[src/rtl/fetch_stage_pkg.sv]
// Shared definitions for the instruction-fetch stage.
package fetch_stage_pkg;

    localparam int unsigned ADDR_W_DEF = 32;
    localparam int unsigned INST_W_DEF = 32;
    localparam logic [INST_W_DEF-1:0] NOP_INST_DEF = '0;

    typedef enum logic [1:0] {
        REQ   = 2'd0,
        HOLD  = 2'd1,
        DRAIN = 2'd2
    } fetch_state_t;

endpackage

[src/rtl/fetch_skid.sv]
// One-entry {pc, inst} holding register used to absorb an ID stall.
module fetch_skid
    import fetch_stage_pkg::*;
#(
    parameter int unsigned ADDR_W = ADDR_W_DEF,
    parameter int unsigned INST_W = INST_W_DEF
) (
    input  logic              clk_i,
    input  logic              rst_i,
    input  logic              load_i,
    input  logic              clear_i,
    input  logic [ADDR_W-1:0] pc_i,
    input  logic [INST_W-1:0] inst_i,
    output logic [ADDR_W-1:0] pc_o,
    output logic [INST_W-1:0] inst_o
);

    logic [ADDR_W-1:0] pc_q;
    logic [INST_W-1:0] inst_q;

    // Capture on load; clear has priority so a flushed entry never lingers.
    always_ff @(posedge clk_i or posedge rst_i) begin
        if (rst_i) begin
            pc_q   <= '0;
            inst_q <= '0;
        end else if (clear_i) begin
            pc_q   <= '0;
            inst_q <= '0;
        end else if (load_i) begin
            pc_q   <= pc_i;
            inst_q <= inst_i;
        end
    end

    assign pc_o   = pc_q;
    assign inst_o = inst_q;

endmodule

[src/rtl/fetch_stage.sv]
// Instruction-fetch stage: owns the PC, fetches over req/ack, skids on stall,
// and drains the outstanding request after a redirect.
module fetch_stage
    import fetch_stage_pkg::*;
#(
    parameter int unsigned        ADDR_W   = ADDR_W_DEF,
    parameter int unsigned        INST_W   = INST_W_DEF,
    parameter logic [ADDR_W-1:0]  RESET_PC = '0,
    parameter int unsigned        PC_STEP  = 1,
    parameter logic [INST_W-1:0]  NOP_INST = NOP_INST_DEF
) (
    input  logic              clk,
    input  logic              rst,
    output logic              imem_req,
    output logic [ADDR_W-1:0] imem_addr,
    input  logic              imem_ack,
    input  logic [INST_W-1:0] imem_rdata,
    input  logic              stall,
    input  logic              redirect_valid,
    input  logic [ADDR_W-1:0] redirect_pc,
    output logic [ADDR_W-1:0] pc_out,
    output logic [INST_W-1:0] inst_out,
    output logic              valid_out
);

    fetch_state_t      state_q, state_d;
    logic [ADDR_W-1:0] pc_q, pc_d;
    logic [ADDR_W-1:0] drain_addr_q, drain_addr_d;
    logic [ADDR_W-1:0] pc_out_q, pc_out_d;
    logic [INST_W-1:0] inst_out_q, inst_out_d;
    logic              valid_out_q, valid_out_d;

    logic              skid_load, skid_clear;
    logic [ADDR_W-1:0] skid_pc;
    logic [INST_W-1:0] skid_inst;

    fetch_skid #(
        .ADDR_W (ADDR_W),
        .INST_W (INST_W)
    ) u_skid (
        .clk_i   (clk),
        .rst_i   (rst),
        .load_i  (skid_load),
        .clear_i (skid_clear),
        .pc_i    (pc_q),
        .inst_i  (imem_rdata),
        .pc_o    (skid_pc),
        .inst_o  (skid_inst)
    );

    // State, PC and registered pipeline outputs.
    always_ff @(posedge clk or posedge rst) begin
        if (rst) begin
            state_q      <= REQ;
            pc_q         <= RESET_PC;
            drain_addr_q <= RESET_PC;
            pc_out_q     <= RESET_PC;
            inst_out_q   <= NOP_INST;
            valid_out_q  <= 1'b0;
        end else begin
            state_q      <= state_d;
            pc_q         <= pc_d;
            drain_addr_q <= drain_addr_d;
            pc_out_q     <= pc_out_d;
            inst_out_q   <= inst_out_d;
            valid_out_q  <= valid_out_d;
        end
    end

    // Next-state, PC update and output selection; redirect beats stall.
    always_comb begin
        state_d      = state_q;
        pc_d         = pc_q;
        drain_addr_d = drain_addr_q;
        pc_out_d     = pc_out_q;
        inst_out_d   = inst_out_q;
        valid_out_d  = valid_out_q;
        skid_load    = 1'b0;
        skid_clear   = 1'b0;

        unique case (state_q)
            REQ: begin
                if (redirect_valid) begin
                    valid_out_d = 1'b0;
                    inst_out_d  = NOP_INST;
                    pc_d        = redirect_pc;
                    if (!imem_ack) begin
                        // Request to the old PC is still in flight; finish it.
                        drain_addr_d = pc_q;
                        state_d      = DRAIN;
                    end
                end else if (imem_ack && !stall) begin
                    pc_out_d    = pc_q;
                    inst_out_d  = imem_rdata;
                    valid_out_d = 1'b1;
                    pc_d        = pc_q + ADDR_W'(PC_STEP);
                end else if (imem_ack) begin
                    skid_load = 1'b1;
                    pc_d      = pc_q + ADDR_W'(PC_STEP);
                    state_d   = HOLD;
                end else if (!stall) begin
                    valid_out_d = 1'b0;
                    inst_out_d  = NOP_INST;
                end
            end
            HOLD: begin
                if (redirect_valid) begin
                    skid_clear  = 1'b1;
                    valid_out_d = 1'b0;
                    inst_out_d  = NOP_INST;
                    pc_d        = redirect_pc;
                    state_d     = REQ;
                end else if (!stall) begin
                    pc_out_d    = skid_pc;
                    inst_out_d  = skid_inst;
                    valid_out_d = 1'b1;
                    state_d     = REQ;
                end
            end
            DRAIN: begin
                valid_out_d = 1'b0;
                inst_out_d  = NOP_INST;
                if (redirect_valid) begin
                    pc_d = redirect_pc;
                end
                if (imem_ack) begin
                    state_d = REQ;
                end
            end
            default: begin
                state_d = REQ;
            end
        endcase
    end

    assign imem_req  = !rst && (state_q != HOLD);
    assign imem_addr = (state_q == DRAIN) ? drain_addr_q : pc_q;
    assign pc_out    = pc_out_q;
    assign inst_out  = inst_out_q;
    assign valid_out = valid_out_q;

endmodule

[config.mk]
export PLATFORM = sky130hd
export DESIGN_NAME = fetch_stage
export DESIGN_NICKNAME = d
export VERILOG_FILES = /design/src/rtl/fetch_stage_pkg.sv /design/src/rtl/fetch_skid.sv /design/src/rtl/fetch_stage.sv
export SDC_FILE = /design/constraint.sdc
export NUM_CORES = 1
export LEC_CHECK = 0
export CORE_ASPECT_RATIO = 0.5
export CORE_MARGIN = 3
export CORE_UTILIZATION = 30
export DETAILED_ROUTE_END_ITERATION = 6
export PLACE_DENSITY_LB_ADDON = 0.3
export SYNTH_ARGS = -nofsm -noshare
export SYNTH_HDL_FRONTEND = slang
export SYNTH_HIERARCHICAL = 1
export SYNTH_SLANG_ARGS = --single-unit
[constraint.sdc]
create_clock -name clk -period 4 [get_ports clk]
set_input_delay 0.8 -clock clk [delete_from_list [all_inputs] [get_ports clk]]
set_output_delay 0.8 -clock clk [all_outputs]
set_load 0.005 [all_outputs]
==> impl_metrics.toml, run 1 <==
[sta]
hold_viol_final = 0
finClkSkew_ns = 0.00756
setup_tns_ns = 0
fin_crit_ns = 3.10
tightest_slew_ns = 1.03
clock.fmax_mhz = 323
finalSetupViolCount = 0
relSlewSlack = 0.314
fin_hold_ws_ns = 0.480
maxSlewViolCount = 0
rsz0062_at_grt = "false"
finalCritPeriodShare = 0.775

[routing]
dr.pass1.iters = 4
via_per_inst = 5.01
via_count = 7113
drc = 0
route.detailed.wl_per_inst_um = 17.8
drt_iter0_drc = 481
ant_nets = 0
drt-total-wl_um = 25200

[clock_tree]
cts.sinks = 195
tritoncts = "done"
htreeDepth = 4
clockBufferDepth = 2
path_clk_slew_ns = 0.07
clkLatencyLatePin_ns = 0.45
post_cts_resized = 0
cts_setup_buffers = 0
postCtsHoldBufs = 0
root_buffer = "clkbuf_16"
cts_buffers = 17

[placement]
place_area_um2 = 11300
io_buffers = 166
dp_hpwl_um = 17400
gp_congestion = 0.788

[floorplanning]
die_h_um = 130
row_count = 44
die_area_um2 = 33300
io_pins = 167
core_um2 = 29700
die_w_um = 255
start_util = 0.313

[critical_path]
cp.required_ns = 3.20
criticalPathCategory = "flop to primary output"
cp-end-kind = "primary output"
crit_path_start_kind = "flop"
critical_path_arrival_ns = 2.30
path_max_fanout = 19

[power_and_ir_drop]
p_switching_w = 0.00304
powerDensity_nw_per_um2 = 733
p_seq_frac = 0.395
switching_share = 0.347
p_clk_frac = 0.204
vdd_drop_max_v = 0.000257
p_total_w = 0.00876
intPower_w = 0.00572
comb_power_share = 0.400
p_leak_nw = 4.91

[synthesis]
yosys_warnings = 6
synth_ff_type = "dfrtp_1"
netlist_instances = 877
syn_area_um2 = 9300
yosysUniqueCellTypes = 53
syn_avg_cell_area_um2 = 10.6
ys_ff_latch = 195
synth-seq-area-share = 0.525
synth_edf_count = 0
async_flop_share = 1.00
synthesis.nets = 951

[cells_and_area]
layout_commonest_cell = "dfrtp_1"
antennaDiodeCount = 0
finish.net_count = 1090
nFillCells = 2850
areaGrowthSynthToFinish_pct = 28.4
fin_area_um2 = 11900
drive_above_1_share = 0.124
final_cell_mix = "dfrtp_1, clkdlybuf4s50_1, nor2_1"

[flow_run]
cap_violations = 0

[global_routing]
grt_antenna_before_repair = 0
grt_max_degree = 67
overflow = 0
grt_pass1_wl_um = 41100
grtUsageTotal = 0.159
grt_pass1_vias = 7352

[worst_hold_path]
min_path_type = "flop to flop"

[status]
outcome = "completed"
[area by class of cell]
cell class / count / area (um2) / area share
flip-flops and latches: 195 / 4880 / 0.409
multi-input cells: 604 / 4060 / 0.340
repair buffers: 186 / 1850 / 0.155
well taps: 391 / 489 / 0.0410
clock buffers: 21 / 460 / 0.0386
clock inverters: 10 / 148 / 0.0124
inverters: 12 / 50.0 / 0.00419
[Yosys cell counts (all sizes together) (7+ instances only)]
master	n	area (um2)
nand4	9	77.6
mux2	54	608
inv	11	41.3
buf	30	211
clkbuf	36	136
nor3	11	98.9
a211oi	10	85.1
mux2i	99	991
dfrtp	195	4880
and4	7	66.3
nand3	18	90.1
nand2	57	214
o21ai	59	295
nor2	127	479
and3	9	56.3
a21oi	59	295
a22oi	33	248
[per-layer routing]
metal  part of all wire  routed length [um]  global-route usage  up-vias
li1                   -                   -                   -     3399
met1               0.45               11400               0.205     3559
met2               0.49               12400               0.264      125
met3              0.031                 775              0.0299       30
met4              0.027                 687              0.0683        0
met5                  0                   0                   0        -
[kinds of logic after synthesis]
| group | after synthesis | share of synthesized area |
|---|---|---|
| multiplexers | 153 | 0.172 |
| flip-flops | 195 | 0.525 |
| buffers and inverters | 78 | 0.0423 |
| adder cells (fa/ha/maj) | 5 | 0.00673 |
| AO/OA/AOI/OAI | 192 | 0.126 |
| AND/OR/NAND/NOR | 252 | 0.126 |
| XOR/XNOR | 2 | 0.00188 |
[worst max-delay path, cell delays in order (launching register included)]
cell	delay [ns]
dfrtp_1	0.41
inv_1	0.10
ha_1	0.18
buf_4	0.29
mux2_2	0.40
clkdlybuf4s50_1	0.46
[state kept, by name, indices dropped and copies added, names as in the netlist]
signal and cells:
pc_q 32, valid_out 1, state_q 2, u_skid/pc_o 32, pc_out 32, inst_out 32
u_skid/inst_o 32, drain_addr_q 32
[path summary, 6_finish.rpt]
| kind | from | to | slack [ns] | cells past startpoint |
|---|---|---|---|---|
| max | state_q[0] | imem_addr[11] | 0.90 | 5 |
| min | pc_out[21] | pc_out[21] | 0.48 | 2 |
| max reg2reg | state_q[1] | inst_out[0] | 1.39 | 9 |
| min reg2reg | pc_out[21] | pc_out[21] | 0.48 | 2 |
| max in group asynchronous | rst | u_skid/inst_o[17] | 2.23 | 3 |
| min in group asynchronous | rst | pc_out[3] | 0.85 | 2 |
[power groups by stage]
stage / Sequential [W] / Clock, W / Combinational (W)
2_1_floorplan: 0.00332 / 0 / 0.00199
3_3_place_gp: 0.00346 / 0 / 0.00349
3_5_place_dp: 0.00350 / 0 / 0.00355
4_1_cts: 0.00347 / 0.00185 / 0.00356
5_1_grt: 0.00359 / 0.00193 / 0.00390
6_report: 0.00346 / 0.00179 / 0.00351
[stage by stage]
step / worst slack (ns) / instances / utilization
final: 0.902 / 1419 / 0.402
after global routing: 0.795 / 1419 / 0.402
after CTS: 0.864 / 1419 / 0.402
after detailed placement: 0.814 / 1388 / 0.381
after global placement: 0.891 / 1388 / 0.381
after floorplan: 1.52 / 877 / -
(Power assumes the default switching activity.)
==> run 2, diff against run 1 <==
==> constraint.sdc (replaced) <==
create_clock -name clk -period 2.83 [get_ports clk]
set_input_delay 0.566 -clock clk [delete_from_list [all_inputs] [get_ports clk]]
set_output_delay 0.566 -clock clk [all_outputs]
set_load 0.005 [all_outputs]
==> impl_metrics.toml, run 2 (synthesis results as in run 1) <==
[status]
outcome = "completed"

[clock_tree]
cts.sinks = 195
clockBufferDepth = 2
cts_setup_buffers = 0
htreeDepth = 4
root_buffer = "clkbuf_16"
tritoncts = "done"
clkLatencyLatePin_ns = 0.44
path_clk_slew_ns = 0.07
cts_buffers = 17

[power_and_ir_drop]
p_total_w = 0.0125
intPower_w = 0.00808
comb_power_share = 0.409
vdd_drop_max_v = 0.000321
p_clk_frac = 0.200
switching_share = 0.353
powerDensity_nw_per_um2 = 1030
p_switching_w = 0.00441
p_leak_nw = 4.98
p_seq_frac = 0.391

[cells_and_area]
drive_above_1_share = 0.136
multi_input_area_um2 = 4080
antennaDiodeCount = 0
nFillCells = 2837
finish.net_count = 1100
instances_no_fill = 1430
layout_commonest_cell = "dfrtp_1"
areaGrowthSynthToFinish_pct = 30.2
final_cell_mix = "dfrtp_1, clkdlybuf4s50_1, nor2_1"
fin_util = 0.407
seq_area_um2 = 4880
fin_area_um2 = 12100

[placement]
place_area_um2 = 11500
dp_hpwl_um = 18000
io_buffers = 166
placed_cells = 1398
gp_congestion = 0.823

[floorplanning]
io_pins = 167
start_util = 0.313
die_area_um2 = 33300
row_count = 44
core_um2 = 29700
die_h_um = 130
die_w_um = 255

[global_routing]
grtUsageTotal = 0.158
grt_pass1_vias = 7287
grt_pass1_wl_um = 40800
grt_max_degree = 67
overflow = 0
grt_antenna_before_repair = 0

[routing]
drt_iter0_drc = 523
route.detailed.wl_per_inst_um = 18.0
drc = 0
via_per_inst = 4.99
drt-total-wl_um = 25700
ant_nets = 0
dr.pass1.iters = 6
via_count = 7141

[critical_path]
r2r_cells = 7
criticalPathCategory = "flop to primary output"
path_max_fanout = 19
crit_path_start = "state_q[0]"
cp.required_ns = 2.26
critical_path_arrival_ns = 2.15
regToRegStartpoint = "state_q[1]"
crit_path_start_kind = "flop"
cp-end-kind = "primary output"

[worst_hold_path]
hold_depth = 2
holdCritStartpoint = "pc_out[21]"
min_path_type = "flop to flop"

[sta]
relSlewSlack = 0.533
hold_viol_final = 0
tightest_slew_ns = 0.699
finClkSkew_ns = 0.0101
finalSetupViolCount = 0
maxSlewViolCount = 0
finalCritPeriodShare = 0.960
fin_crit_ns = 2.72
clock.fmax_mhz = 368
rsz0062_at_grt = "false"

[flow_run]
cap_violations = 0
-- run 2: area by class of cell --
class | count | share of cell area
Inverter | 12 | 0.00413
Timing Repair Buffer | 196 | 0.167
Multi-Input combinational cell | 604 | 0.337
Clock buffer | 19 | 0.0366
Tap cell | 391 | 0.0404
Clock inverter | 13 | 0.0122
Sequential cell | 195 | 0.403
-- run 2: worst max-delay path, cell delays in order (launching register included) --
cell and delay [ns]:
dfrtp_1 0.42, inv_2 0.10, ha_4 0.17, buf_12 0.17, mux2_2 0.37, clkdlybuf4s50_1 0.46
-- run 2: path summary, 6_finish.rpt --
path                       slack (ns)              to
setup reg to reg                 0.42        pc_q[27]
max in group asynchronous        1.54    inst_out[18]
min in group asynchronous        0.56  u_skid/pc_o[1]
setup / recovery                 0.11   imem_addr[11]
hold / removal                   0.48      pc_out[21]
hold reg to reg                  0.48      pc_out[21]
-- run 2: per-stage QoR --
step	TNS (ns)	setup slack (ns)	hold slack, ns
after detailed placement	0	0.226	0.474
after global routing	0	0.0185	0.509
final	0	0.112	0.484
after CTS	-0.273	-0.0302	0.491
after floorplan	0	0.587	0.450
after global placement	0	0.255	0.463
-- run 2: power groups by stage --
| stage | combinational [W] | sequential, W | clock [W] |
|---|---|---|---|
| final | 0.00511 | 0.00488 | 0.00251 |
| after global routing | 0.00565 | 0.00507 | 0.00269 |
| after CTS | 0.00515 | 0.00489 | 0.00258 |
| after detailed placement | 0.00512 | 0.00494 | 0 |
| after global placement | 0.00505 | 0.00488 | 0 |
| after floorplan | 0.00282 | 0.00469 | 0 |
-- run 2: metal layers --
layer  GRT usage  vias up  wire length, um
met3      0.0328       27              912
met2       0.270      107            12800
met4      0.0559        0              484
met5           0        -                0
met1       0.200     3585            11400
li1            -     3422                -
-- run 2: repair_timing --
action                     in CTS  in global routing
gates resized for setup         3                  7
setup endpoints to repair      21                 32
hold endpoints to repair        0                  0
pin swaps                       0                  0
hold buffers                    0                  0
